[src/rtl/hazard_scheduler.sv]
// Pipeline sequencing for a four-stage IF/ID/EX/WB core: RAW hazard stalls,
// redirect flushes, register-file write gating and saturating bring-up counters.
module hazard_scheduler #(
   parameter int WB_BYPASS = 1,
   parameter int CNT_W     = 32
) (
   input  logic             clk,
   input  logic             rst,
   input  logic             id_valid,
   input  logic [4:0]       id_rs1_addr,
   input  logic [4:0]       id_rs2_addr,
   input  logic             id_rs1_used,
   input  logic             id_rs2_used,
   input  logic [4:0]       id_rd_addr,
   input  logic             id_writeback_en,
   input  logic             redirect,
   output logic             pc_en,
   output logic             if_id_en,
   output logic             if_id_clear,
   output logic             id_ex_valid,
   output logic             reg_write_en,
   output logic [1:0]       state,
   output logic [CNT_W-1:0] cycle_count,
   output logic [CNT_W-1:0] stall_count,
   output logic [CNT_W-1:0] retire_count
);

   typedef enum logic [1:0] {
      ST_RUN   = 2'd0,
      ST_STALL = 2'd1,
      ST_FLUSH = 2'd2
   } state_t;

   // Without write-through, a WB-stage producer is still invisible to ID reads.
   localparam bit WB_CHECK = (WB_BYPASS == 0);
   localparam logic [CNT_W-1:0] CNT_ONE = {{(CNT_W-1){1'b0}}, 1'b1};
   localparam logic [CNT_W-1:0] CNT_MAX = {CNT_W{1'b1}};

   logic       ex_valid_reg;
   logic       ex_we_reg;
   logic [4:0] ex_rd_reg;
   logic       wb_valid_reg;
   logic       wb_we_reg;
   logic [4:0] wb_rd_reg;
   state_t     state_reg;
   state_t     state_next;

   logic [1:0][4:0] src_addr;
   logic [1:0]      src_used;
   logic [1:0]      src_match;
   logic            haz;

   assign src_addr = {id_rs2_addr, id_rs1_addr};
   assign src_used = {id_rs2_used, id_rs1_used};

   genvar gi;
   generate
      for (gi = 0; gi < 2; gi++) begin : g_src
         assign src_match[gi] = src_used[gi] && (src_addr[gi] != 5'd0) &&
            ((ex_valid_reg && ex_we_reg && (ex_rd_reg == src_addr[gi])) ||
             (WB_CHECK && wb_valid_reg && wb_we_reg && (wb_rd_reg == src_addr[gi])));
      end
   endgenerate

   assign haz = id_valid && (|src_match);

   always_comb begin
      pc_en       = 1'b1;
      if_id_en    = 1'b1;
      if_id_clear = 1'b0;
      id_ex_valid = id_valid;
      state_next  = ST_RUN;
      if (redirect) begin
         if_id_clear = 1'b1;
         id_ex_valid = 1'b0;
         state_next  = ST_FLUSH;
      end else if (haz) begin
         pc_en       = 1'b0;
         if_id_en    = 1'b0;
         id_ex_valid = 1'b0;
         state_next  = ST_STALL;
      end
   end

   always_ff @(posedge clk or posedge rst) begin
      if (rst) begin
         state_reg <= ST_RUN;
      end else begin
         state_reg <= state_next;
      end
   end

   // EX and WB always advance; a stall only turns the ID/EX entry into a bubble.
   always_ff @(posedge clk or posedge rst) begin
      if (rst) begin
         ex_valid_reg <= 1'b0;
         ex_we_reg    <= 1'b0;
         ex_rd_reg    <= 5'd0;
         wb_valid_reg <= 1'b0;
         wb_we_reg    <= 1'b0;
         wb_rd_reg    <= 5'd0;
      end else begin
         ex_valid_reg <= id_ex_valid;
         ex_we_reg    <= id_writeback_en && id_ex_valid;
         ex_rd_reg    <= id_rd_addr;
         wb_valid_reg <= ex_valid_reg;
         wb_we_reg    <= ex_we_reg;
         wb_rd_reg    <= ex_rd_reg;
      end
   end

   assign reg_write_en = wb_valid_reg && wb_we_reg && (wb_rd_reg != 5'd0);
   assign state        = state_reg;

   logic [2:0]       cnt_inc;
   logic [CNT_W-1:0] cnt_value [3];

   assign cnt_inc = {wb_valid_reg, haz && !redirect, 1'b1};

   generate
      for (gi = 0; gi < 3; gi++) begin : g_cnt
         logic [CNT_W-1:0] cnt_reg;
         logic [CNT_W-1:0] cnt_next;

         always_comb begin
            cnt_next = cnt_reg;
            if (cnt_inc[gi] && (cnt_reg != CNT_MAX)) begin
               cnt_next = cnt_reg + CNT_ONE;
            end
         end

         always_ff @(posedge clk or posedge rst) begin
            if (rst) begin
               cnt_reg <= '0;
            end else begin
               cnt_reg <= cnt_next;
            end
         end

         assign cnt_value[gi] = cnt_reg;
      end
   endgenerate

   assign cycle_count  = cnt_value[0];
   assign stall_count  = cnt_value[1];
   assign retire_count = cnt_value[2];

endmodule

[config.mk]
export PLATFORM = sky130hd
export DESIGN_NAME = hazard_scheduler
export DESIGN_NICKNAME = d
export VERILOG_FILES = /design/src/rtl/hazard_scheduler.sv
export SDC_FILE = /design/constraint.sdc
export NUM_CORES = 1
export LEC_CHECK = 0
export CORE_UTILIZATION = 55
export CTS_BUF_LIST = sky130_fd_sc_hd__clkbuf_2 sky130_fd_sc_hd__clkbuf_4 sky130_fd_sc_hd__clkbuf_8
export DETAILED_ROUTE_END_ITERATION = 6
export MAX_ROUTING_LAYER = met4
export PLACE_DENSITY = 0.83
export SYNTH_ARGS = -nofsm -noshare
export SYNTH_HDL_FRONTEND = slang
export SYNTH_SLANG_ARGS = --single-unit
[constraint.sdc]
create_clock -name clk -period 7.7 [get_ports clk]
set_clock_uncertainty 0.1 [all_clocks]
set_input_delay 1.54 -clock clk [delete_from_list [all_inputs] [get_ports clk]]
set_output_delay 1.54 -clock clk [all_outputs]
set_load 0.01 [all_outputs]
Yosys cells after proc, flatten, opt, wreduce, memory -nomap -nowiden
Cells that the tools add are included. W data, S select, Z words.

Add/subtract/negate cells: 3. Multipliers: 0. Div/mod/pow operators: 0. Order comparisons: 0. Equal/unequal tests: 5. Shift-type cells: 0. Multiplexer cells: 7. Bitwise gates (word level): 0. Reduce and logical (&&, ||, !) cells: 19.

Operators by type and width (number): $add A32 B1 Y32 const B (3); $ne A32 B32 Y1 const B (3); $reduce_bool A5 Y1 (3); $logic_and A1 B1 Y1 (14); $eq A5 B5 Y1 (2); $mux W1 (6); $mux W2 (1); $reduce_or A2 Y1 (1); $logic_not A1 Y1 (1).

Bits in registers: 112. Bits in latches: 0. Memory bits (writable): 0. Memory bits (read-only): 0. Input port bits: 22. Output and inout bits: 103. Word-level logic and storage cells: 44. Memories: 0.

Longest topological paths before layout
Word-level depth: 8. Mapped depth: 8.

Worst setup path after synthesis
Ideal clock, no wire load.

Path kind: input to output. Start: input id_rs2_addr[3]. End: output pc_en. Arrival: 2.731 ns. Required time: 6.060 ns. Slack: 3.329 ns. Cell stages on the path: 5. Cells stage by stage: xor2_1 or4_4 o22ai_1 nand2b_1 buf_4.

Longest elaborated chain between the ends: 7. Elaborated cells on any way between the ends: 9. Classes of those cells: 1 x eq/ne; 2 x mux; 6 x reduce/logical.

Ends and longest elaborated chain: start: declaration (line 11) `input logic [4:0] id_rs2_addr,`; $eq A5 B5 Y1 / $reduce_bool A5 Y1 (equally long branches) (line 60, 59); $logic_and A1 B1 Y1, on equally long branches (line 60, 59); $logic_and A1 B1 Y1 * (line 59) `assign src_match[gi] = src_used[gi] && (src_addr[gi] != 5'd0) &&`; $reduce_or A2 Y1 * (line 65) `assign haz = id_valid && (|src_match);`; $logic_and A1 B1 Y1 * (line 65); $mux W1 * (2 in series); end: declaration (line 17) `output logic pc_en,`.

Mark *: on every way between the ends. The rest lies on a longest branch, timed or not.

Final worst setup path
Start: input id_rs2_addr[0]. End: output pc_en.

Longest elaborated chain between the ends: 7. Elaborated cells on any way between the ends: 9. Classes of those cells: 1 x eq/ne; 2 x mux; 6 x reduce/logical.

Ends and longest elaborated chain: $eq A5 B5 Y1 / $reduce_bool A5 Y1 (equally long branches) (line 60, 59); $logic_and A1 B1 Y1, on equally long branches (line 60, 59); $logic_and A1 B1 Y1 * (line 59); $reduce_or A2 Y1 * (line 65); $logic_and A1 B1 Y1 * (line 65); $mux W1 * (line 77) `end else if (haz) begin`; $mux W1 * (line 73) `if (redirect) begin`.

Marked as above.

==> tab_implementation.tex <==
\begin{tabular}{lr}
\hline
Metric & Value \\
\hline
\multicolumn{2}{l}{\textbf{Outcome}} \\
Status & finished clean \\
\multicolumn{2}{l}{\textbf{Clocking}} \\
Number of buffers added for setup after CTS & 0 \\
CTS Root Buffer Type & clkbuf\_8 \\
H-Tree Level Count & 3 \\
CTS resizes & 0 \\
Number of clock buffers inserted by TritonCTS & 9 \\
Clock buffer depth & 2 \\
Source-to-sink clock delay at the later pin of the worst-skew pair & roughly 0.36 ns \\
CTS tree & built \\
CTS clk-pin slew, worst paths & 0.10 ns \\
Number of clock sinks & $\sim$110 \\
Cts hold-fix bufs & 0 \\
\multicolumn{2}{l}{\textbf{Yosys}} \\
Most instantiated flip-flop cell in the synthesis netlist & dfrtp\_1 \\
Area share of the largest cell type after synthesis & between 50\% and 60\% \\
Share of the synthesized area in compound gates (AO/OA/AOI/OAI) & between 3 and 4\% \\
Proportion of synthesized area in mux cells & less than 1\% \\
Number of synthesized register bits & around 110 \\
Most area-consuming cells after synthesis & dfrtp\_1, xnor2\_1, xor2\_1 \\
Parity-gate share of the synthesized area counting xor and xnor cells & between 10\% and 20\% \\
Synthesized area per cell & about 11 um\^{}2 \\
Most repeated cell in the gate-level netlist after synthesis & dfrtp\_1 \\
Largest family of logic cells by synthesized area & simple AND/OR/NAND/NOR gates \\
Total number of yosys warnings & 0 \\
Number of cells produced by synthesis & 472 \\
Count of flip-flops with a built-in enable after synthesis & 0 \\
Share of synthesized cell area in full adder, half adder and majority cells & less than 1\% \\
Async set-reset flop share out of synthesis & 100\% \\
Syn Nets & 497 \\
Number of distinct standard cells referenced by the synthesized netlist & between 40 and 50 \\
Fraction of the mapped netlist area in simple logic gates & 22.9\% \\
Top post-synthesis cells by count & dfrtp\_1, xnor2\_1, nand2\_1, nand4\_1, nand3\_1 \\
Post-synth design cell area & around 5200 um\^{}2 \\
Dominant cell type by area after synthesis & dfrtp\_1 \\
Sequential cell area fraction in the yosys report & 54.1\% \\
\multicolumn{2}{l}{\textbf{Detailed routing}} \\
DRC marker count from the first detailed-route iteration & about 110 \\
Via-to-Cell Ratio & between 5 and 6 \\
DRC Markers & 0 \\
Number of iterations in the first detailed-routing pass & 4 \\
Post-route ant nets & 0 \\
Total length of routed wires & approximately 11,000 um \\
Total vias in the final route & roughly 4,000 \\
Average detailed-routed wire length per instance & around 15 um \\
\multicolumn{2}{l}{\textbf{STA}} \\
Final number of setup-violating endpoints & 0 \\
Setup TNS after final layout & 0 ns \\
Worst Max-Slew Pin Slew & $\sim$1.1 ns \\
Slew HR & about 25\% \\
Fmax & 191 MHz \\
Final hold violation count & 0 \\
RSZ-0062 raised after global routing & no \\
Pins Over Slew Limit & 0 \\
Final WS setup & around 2.5 ns \\
Shortest period the worst path allows & between 5 and 6 ns \\
Tcrit/Tclk final & 67.9\% \\
\multicolumn{2}{l}{\textbf{Setup path}} \\
Number of buffers and inverters on the critical path & 2 \\
Biggest cell delay along the critical path & $\sim$0.52 ns \\
Kind of critical path & in2out \\
Cell family with most CP delay & buffers and inverters \\
Cell mode on critical path & clkdlybuf4s50\_1 \\
Data arrival, critical path & approximately 3.6 ns \\
Top fanout value on the critical path & 3 \\
Critical path endpoint category & output pin \\
Worst setup SP type & input pin \\
Required time worst endpoint & 6.06 ns \\
Cell type of the slowest stage on the worst timing path & clkdlybuf4s50\_1 \\
Worst path cell trace & clkdlybuf4s50\_1 -> xnor2\_1 -> nand4\_1 -> or4\_4 -> o22ai\_1 -> nand2b\_1 -> clkdlybuf4s50\_1 \\
\multicolumn{2}{l}{\textbf{GRT}} \\
Global route overflow & 0 \\
First-pass GRT wire length & 18,200 um \\
Antenna violations before repair & 0 \\
Total Routing Usage GR & 23.6\% \\
Pin count of the biggest net entering global routing & 65 \\
Vias in the first global route & between 3,000 and 4,000 \\
\multicolumn{2}{l}{\textbf{Layout}} \\
Net count of the finished layout & between 600 and 700 \\
Cell area after layout & 6680 um\^{}2 \\
Fraction of layout cells with a size suffix above 1 & under 10\% \\
Growth of design area from synthesis to finish & 29.0\% \\
Diodes inserted & 0 \\
Number of filler cells placed in the layout & $\sim$660 \\
\multicolumn{2}{l}{\textbf{Pwr}} \\
Power Dens Cells & around 160 nW/um\^{}2 \\
Maximum ir drop on the vdd rail & between 100 and 150 uV \\
Reported leakage power & about 2.8 nW \\
\multicolumn{2}{l}{\textbf{Die}} \\
Chip width & between 90 and 100 um \\
Total number of placement rows & 35 \\
Effective utilization at floorplan & between 50\% and 60\% \\
Die outline area & approximately 9800 um\^{}2 \\
Die outline height & roughly 100 um \\
Total I/O pin count & about 130 \\
Core region area & 9200 um\^{}2 \\
\multicolumn{2}{l}{\textbf{Placement}} \\
Worst slack at placement & 2.48 ns \\
Total half-perimeter wirelength after legalization and detailed placement & between 7000 and 8000 um \\
Cell area reported after detailed placement & approximately 6500 um\^{}2 \\
Port Buffers & approximately 120 \\
Global placer's final weighted congestion & approximately 0.83 \\
\multicolumn{2}{l}{\textbf{Worst hold path}} \\
Tightest Hold Check Type & reg2reg \\
\multicolumn{2}{l}{\textbf{Job}} \\
MaxCap Viol Count & 0 \\
\hline
\end{tabular}
[power breakdown]
group          total [W]  internal [W]  switching, W  leakage [nW]
logic          0.0000939     0.0000509     0.0000431          1.21
clock network   0.000312      0.000118      0.000194        0.0859
registers       0.000631      0.000605     0.0000258          1.51
total            0.00104      0.000774      0.000263          2.81
[per-layer routing]
layer  track usage [%]  share of wire, %
met1              32.0                46
met2              37.5                48
met3              3.40               4.6
met4              6.66              0.90
met5                 -                 0
[worst paths after layout]
check                               startpoint               to  slack (ns)  depth (start not counted)
worst min-delay path              ex_valid_reg     wb_valid_reg        0.31                          0
max in group asynchronous                  rst  cycle_count[24]        4.80                          3
worst max register to register    ex_rd_reg[3]   stall_count[1]        4.75                          5
worst min register to register    ex_valid_reg     wb_valid_reg        0.31                          0
worst max-delay path            id_rs2_addr[0]            pc_en        2.47                          7
min in group asynchronous                  rst  stall_count[21]        1.49                          2
[final cells by class]
type / instances / area, um^2 / area share [%]
well taps: 111 / 139 / 2.08
flip-flops and latches: 112 / 2800 / 42.0
multi-input cells: 342 / 2280 / 34.1
clock buffers: 9 / 124 / 1.86
clock inverters: 6 / 43.8 / 0.656
inverters: 10 / 40.0 / 0.600
repair buffers: 125 / 1250 / 18.7
[stage by stage]
stage / hold WS, ns / cells / total power [W] / util [%]
after global placement: 0.308 / 700 / 0.000733 / 70.8
after detailed placement: 0.297 / 700 / 0.000738 / 70.8
after floorplan: 0.274 / 472 / 0.000680 / -
final: 0.309 / 715 / 0.00104 / 72.6
after global routing: 0.340 / 715 / 0.00108 / 72.6
after CTS: 0.319 / 715 / 0.00105 / 72.6
[cell usage in the layout (no fill, tap or decap), types with 2 or more instances in the layout]
cell type,Yosys,final
clkdlybuf4s50_1,0,124
dfrtp_1,112,112
xnor2_1,68,68
nand2_1,44,44
nand4_1,37,37
nand3_1,35,35
xor2_1,29,29
nor2_1,29,29
and3_1,20,20
nor3_1,17,17
and4_1,10,10
and2_1,10,10
inv_1,10,9
clkbuf_8,0,9
nor4_1,4,4
a21oi_1,4,4
ha_1,3,3
or4_4,2,2
or2_2,2,2
o2111ai_1,2,2
o211ai_1,2,2
nand2b_1,2,2
a31oi_1,2,2
a21boi_0,2,2
clkinv_2,0,2
inv_6,0,2
[worst register-to-register path: stages (launching register included)]
cell and delay, ns:
dfrtp_1 0.44, xor2_1 0.19, or4_4 0.56, o32ai_4 0.96, nand2_1 0.23, mux2_1 0.36
[kinds of logic after synthesis]
family | Yosys count
compound gates | 21
xor+xnor | 97
fa+ha+maj | 3
mux | 2
buf+inv | 18
simple gates | 219
flops | 112
Power figures use the tool's default switching activity.
